===== config.mk =====
export PLATFORM = sky130hd
export DESIGN_NAME = id_ex_register
export DESIGN_NICKNAME = d
export VERILOG_FILES = /design/src/rtl/id_ex_register.sv
export SDC_FILE = /design/constraint.sdc
export NUM_CORES = 1
export LEC_CHECK = 0
export CAP_MARGIN = 20
export CORE_MARGIN = 2
export CORE_UTILIZATION = 41
export DETAILED_ROUTE_END_ITERATION = 8
export GPL_TIMING_DRIVEN = 0
export PLACE_DENSITY_LB_ADDON = 0.1
export SYNTH_ARGS = -nofsm -noshare
export SYNTH_HDL_FRONTEND = slang
export SYNTH_SLANG_ARGS = --single-unit

===== constraint.sdc =====
create_clock -name clk_i -period 1.6 [get_ports clk_i]
set_input_delay 0.32 -clock clk_i [delete_from_list [all_inputs] [get_ports clk_i]]
set_output_delay 0.32 -clock clk_i [all_outputs]
set_load 0.1 [all_outputs]

===== src/rtl/id_ex_register.sv =====
// ID/EX pipeline register: latches ID-stage operands/control for EX and pre-decodes ALUCtrl.
// Optional feature: define ID_EX_MUL_EN to accept R-type funct 011000 (mul, ALUCtrl 011).
module id_ex_register #(
  parameter int DATA_W = 32,
  parameter int ADDR_W = 5
) (
  input  logic              clk_i,
  input  logic              rst_i,
  input  logic              stall_i,
  input  logic              flush_i,
  input  logic              valid_i,
  input  logic [DATA_W-1:0] rs_data_i,
  input  logic [DATA_W-1:0] rt_data_i,
  input  logic [DATA_W-1:0] imm_i,
  input  logic [ADDR_W-1:0] rs_addr_i,
  input  logic [ADDR_W-1:0] rt_addr_i,
  input  logic [ADDR_W-1:0] rd_addr_i,
  input  logic [5:0]        funct_i,
  input  logic [1:0]        ALUOp_i,
  input  logic              RegDst_i,
  input  logic              ALUSrc_i,
  input  logic              RegWrite_i,
  input  logic              MemtoReg_i,
  input  logic              MemRead_i,
  input  logic              MemWrite_i,
  output logic              valid_o,
  output logic [DATA_W-1:0] rs_data_o,
  output logic [DATA_W-1:0] rt_data_o,
  output logic [DATA_W-1:0] imm_o,
  output logic [ADDR_W-1:0] rs_addr_o,
  output logic [ADDR_W-1:0] rt_addr_o,
  output logic [ADDR_W-1:0] wr_addr_o,
  output logic [2:0]        ALUCtrl_o,
  output logic              ALUSrc_o,
  output logic              RegWrite_o,
  output logic              MemtoReg_o,
  output logic              MemRead_o,
  output logic              MemWrite_o,
  output logic              illegal_o
);

  typedef struct packed {
    logic              valid;
    logic [DATA_W-1:0] rs_data;
    logic [DATA_W-1:0] rt_data;
    logic [DATA_W-1:0] imm;
    logic [ADDR_W-1:0] rs_addr;
    logic [ADDR_W-1:0] rt_addr;
    logic [ADDR_W-1:0] wr_addr;
    logic [2:0]        alu_ctrl;
    logic              alu_src;
    logic              reg_write;
    logic              mem_to_reg;
    logic              mem_read;
    logic              mem_write;
    logic              illegal;
  } stage_t;

  stage_t st_q, st_d;
  logic [2:0] alu_dec;
  logic       legal;

  always_comb begin
    alu_dec = 3'b010;
    legal   = 1'b1;
    unique case (ALUOp_i)
      2'b00: alu_dec = 3'b010;
      2'b01: alu_dec = 3'b110;
      2'b11: alu_dec = 3'b001;
      default: begin
        case (funct_i)
          6'b100000: alu_dec = 3'b010;
          6'b100010: alu_dec = 3'b110;
          6'b100100: alu_dec = 3'b000;
          6'b100101: alu_dec = 3'b001;
`ifdef ID_EX_MUL_EN
          6'b011000: alu_dec = 3'b011;
`endif
          default: begin
            alu_dec = 3'b010;
            legal   = 1'b0;
          end
        endcase
      end
    endcase
  end

  // Data/address fields always load; control is gated so a non-instruction
  // or an unsupported funct can never write state downstream.
  always_comb begin
    st_d            = '0;
    st_d.valid      = valid_i;
    st_d.rs_data    = rs_data_i;
    st_d.rt_data    = rt_data_i;
    st_d.imm        = imm_i;
    st_d.rs_addr    = rs_addr_i;
    st_d.rt_addr    = rt_addr_i;
    st_d.wr_addr    = RegDst_i ? rd_addr_i : rt_addr_i;
    st_d.alu_ctrl   = valid_i ? alu_dec : 3'b000;
    st_d.alu_src    = valid_i & ALUSrc_i;
    st_d.reg_write  = valid_i & legal & RegWrite_i;
    st_d.mem_to_reg = valid_i & MemtoReg_i;
    st_d.mem_read   = valid_i & legal & MemRead_i;
    st_d.mem_write  = valid_i & legal & MemWrite_i;
    st_d.illegal    = valid_i & ~legal;
  end

  always_ff @(posedge clk_i) begin
    if (rst_i || flush_i) st_q <= '0;
    else if (!stall_i)    st_q <= st_d;
  end

  assign valid_o    = st_q.valid;
  assign rs_data_o  = st_q.rs_data;
  assign rt_data_o  = st_q.rt_data;
  assign imm_o      = st_q.imm;
  assign rs_addr_o  = st_q.rs_addr;
  assign rt_addr_o  = st_q.rt_addr;
  assign wr_addr_o  = st_q.wr_addr;
  assign ALUCtrl_o  = st_q.alu_ctrl;
  assign ALUSrc_o   = st_q.alu_src;
  assign RegWrite_o = st_q.reg_write;
  assign MemtoReg_o = st_q.mem_to_reg;
  assign MemRead_o  = st_q.mem_read;
  assign MemWrite_o = st_q.mem_write;
  assign illegal_o  = st_q.illegal;

endmodule

# Word-level counts from Yosys, hierarchy flattened
# Index checks and enable logic that the tools add are counted.
[op_classes]
shift = 0
mul = 0
mux = 6
addsub = 0
eq_ne = 6
bitwise_logic = 8
n_div = 0
reduce_logical = 4
magnitude_cmp = 0
[ops]
columns = ["operator", "count"]
rows = [
  ["$eq 6x6->1 const B", 4],
  ["$pmux 3 s3", 2],
  ["$and 1x1->1", 7],
  ["$mux 5", 1],
  ["$reduce_or 4->1", 1],
  ["$mux 3", 1],
  ["$reduce_or 3->1", 1],
  ["$eq 2x1->1 const B", 1],
  ["$eq 2x2->1 const B", 1],
  ["$logic_not 2->1", 1],
  ["$mux 1", 2],
  ["$logic_or 1x1->1", 1],
  ["$not 1->1", 1],
]
[totals]
elab_cells = 38
romBits = 0
register_bits = 121
n_memories = 0
out_inout_bits = 121
ram_bits = 0
latchBits = 0

# Longest topological paths before layout
[logic_depth]
word_depth = 6
ltp_mapped = 5
depth_no_buf = 3

# Worst setup path before layout
# No wires, ideal clock.
[synth_timing]
path_type = "register to register"
startpoint = "register, netlist name ALUCtrl_o[2]"
endpoint = "register st_q, in the netlist ALUCtrl_o[2]"
setup_ps = 86
synth_period_minus_slack_ps = 1433
t_arrival_ps = 1347
stages_incl_launch_ff = 3
slack_ps = 167
path_cell_list = "dfxtp_1 a22oi_1 a211oi_1"
[synth_lines]
columns = ["item", "line", "rtl"]
rows = [
  ["end signal, assigned", "110", "else if (!stall_i) st_q <= st_d;"],
  ["end, declared", "59", "stage_t st_q, st_d;"],
]

# Worst setup path after layout
[layout_timing]
startpoint = "register st_q, in the netlist ALUCtrl_o[2]"
endpoint = "output ALUCtrl_o[2]"
[layout_lines]
columns = ["item", "line", "rtl"]
rows = [
  ["end, declared", "33", "output logic [2:0] ALUCtrl_o,"],
]
# No word-level cell between the ends.

==> impl_results.md <==
* Outcome: finished, final reports clean
* Most frequent cells in the layout: 128 x clkdlybuf4s50_1, 121 x dfxtp_1, 115 x nor2_1
* Final hold vios at 0
* Final nets at a little over 800
* Xor/xnor cell area share of the yosys netlist at 0%
* Synth top area share at a little over half
* H-tree Lvls at 4
* Final setup fails at 0
* Mux share of post-synthesis cell area at approximately a quarter
* Clk slew on worst S/H paths at around 0.06 ns
* CP max-delay cell: dfxtp_1
* Input/output buffers at 249
* RSZ-0062 raised after global routing: false
* Area leader, netlist: dfxtp_1
* Vias in the first global route at approximately 4000
* Largest family of logic cells by synthesized area: multiplexers
* Share of layout cells above drive strength 1 at between 20% and 30%
* Worst-Skew Late Latency at between 0.5 and 0.6 ns
* DR DRC count at 0
* Critical path capture point type: primary output
* Layout Area Growth over Synthesis at 66.6%
* Maximum VDD drop at 0.586 mV
* Routed via count at about 3900
* Number of DRC markers in iteration 0 at 100
* Post-synth cell types at 27
* Worst setup SP type: flip-flop
* CTS Root Cell: clkbuf_8
* Max-Cap Viols at 0
* Hold slack at between 0.15 and 0.2 ns
* Grt ovf at 0
* Synth Register Bits at approximately 120
* Critical-path maximum fanout at 3
* PD cells at roughly 1200 mW/mm^2
* Initial core utilization at 42.6%
* Core region area at between 0.01 and 0.015 mm^2
* Cell area after layout at approximately 0.0074 mm^2
* Crit path DAT at between 1 and 1.5 ns
* Critical path's top delay family: flip-flops
* Vias per cell at 4.73
* Final Worst Setup Slack at about 0.074 ns
* Mapped Cells at a little over 400
* Clock skew at 0 ns
* Most common cell after layout, fill and taps aside: clkdlybuf4s50_1
* Hold path start: stall_i
* Compound-Gate Fraction of Synth Area at 2.48%
* CTS buffer count at 17
* Crit path launch: ALUCtrl_o[2]$_SDFFE_PP0N_
* Worst slew pin tran at between 0.5 and 0.6 ns
* Mapped Nets at ~540
* I/O pin count at roughly 250
* Gpl congestion at approximately 0.71
* Pre-CTS WS at -0.264 ns
* Leak at between 3 and 4 nW
* Final Cycle Share at between 90 and 100%
* Synth Area in Adders at 0%
* HP Class: in2reg
* Slew margin rel. at around 64%
* Die area at about 0.012 mm^2
* Gr usage total at between 20% and 30%
* Die Ht at roughly 110 um
* Synth area leaders: dfxtp_1 55%, mux2i_1 25%, nor2_1 9.7%, buf_4 1.7%, buf_6 1.5%
* Largest net degree at the start of global routing at 17
* Initial antenna violation count at 0
* DP HPWL at 10.0 mm
* Cell Area, Synth at roughly 0.0044 mm^2
* Yosys Warn Count at 0
* Fmax at ~660 MHz
* Final wirelength at ~13 mm
* Finished Core Util at a little under three quarters
* CP peak stage delay at ~0.37 ns
* Clock sink count at roughly 120
* Finished Layout Cells at 830
* Buf/Inv on CP at 1
* 1st-pass router iterations at 4
* Chip Width at between 100 and 150 um
* Row cnt at 37
* CP Data Required Time at roughly 1.3 ns
* CTS tree: built
* Synth Area in Simple Gates at between 10% and 20%
* Seq/Total Area, Yosys at between 50% and 60%
* Critical path cell sequence: buf_4
* Syn Area/Cell at around 11 um^2
* First-pass GRT wire length at ~20 mm
* Routed Antenna Nets at 0
* Minimum clock period at ~1.5 ns
* Inst Count DP at between 700 and 800
* FF-to-FF Start: ALUCtrl_o[2]$_SDFFE_PP0N_
* Placed Area at 0.00710 mm^2
* Avg WL per Cell at 15.9 um
* Count of pins over their slew limit at 0
* Clk buf depth at 2
* Kind of critical path: reg2out
* Inserted Diodes at 0
[Yosys cell counts (all sizes together)]
| cell type | n |
|---|---|
| inv | 2 |
| a211oi | 2 |
| and3 | 1 |
| clkbuf | 8 |
| buf | 19 |
| nor2b | 1 |
| a22oi | 4 |
| o31ai | 1 |
| nand3 | 4 |
| o32ai | 1 |
| nor3b | 1 |
| or2 | 1 |
| o21ai | 3 |
| a41oi | 1 |
| nor4b | 2 |
| a21oi | 2 |
| mux2 | 5 |
| nand2 | 5 |
| a32o | 1 |
| nor2 | 115 |
| mux2i | 112 |
| dfxtp | 121 |
| nor4bb | 1 |
[worst paths after layout]
| path | depth (start not counted) | slack [ns] | to |
|---|---|---|---|
| max | 1 | 0.07 | ALUCtrl_o[2] |
| min | 4 | 0.19 | MemRead_o$_SDFFE_PP0N_ |
| max reg2reg | 2 | 0.85 | ALUCtrl_o[2]$_SDFFE_PP0N_ |
| min reg2reg | 2 | 0.49 | MemRead_o$_SDFFE_PP0N_ |
[power breakdown]
part | leakage [nW] | internal, mW | switching, mW
Combinational | 2.13 | 0.585 | 1.02
Sequential | 0.986 | 3.11 | 0.0510
Clock | 0.276 | 2.45 | 1.33
[repair_timing]
action | 4_1_cts | 5_1_grt
setup endpoints to repair | 121 | 18
buffers inserted | 0 | 0
cloned | 0 | 0
gates resized for setup | 708 | 18
hold buffers | 0 | 0
[kinds of logic after synthesis]
kind of cell | after synthesis
buffers and inverters | 29
flip-flops | 121
AO/OA/AOI/OAI | 15
multiplexers | 117
AND/OR/NAND/NOR | 131
[through the flow]
stage                     TNS [ns]  power (mW)
after floorplan                  0        4.27
after global placement      -25.41        4.84
after detailed placement    -31.93        4.87
after CTS                        0        8.62
after global routing             0        8.85
final                            0        8.55
[flip-flops by register name (all words and copies together), names as in the netlist, 3 cells and up]
name and count:
rs_data_o 32, rt_addr_o 5, rt_data_o 32, rs_addr_o 5, wr_addr_o 5, imm_o 32
ALUCtrl_o 3
[metal layers]
metal	track usage, %	vias to the layer above	share of wire [%]
met5	0	-	0
met4	10.8	0	3.0
met3	10.2	30	10
met2	39.7	165	50
met1	22.9	1795	36
li1	-	1934	-
[layout make-up]
class | count | area, um^2
clock inverter | 11 | 146
timing repair buffer | 249 | 2190
multi-input combinational | 263 | 1820
tap | 136 | 170
buffer | 27 | 188
fill | 840 | 3020
inverter | 2 | 7.51
sequential | 121 | 2420
clock buffer | 21 | 449
(Power assumes the default switching activity.)
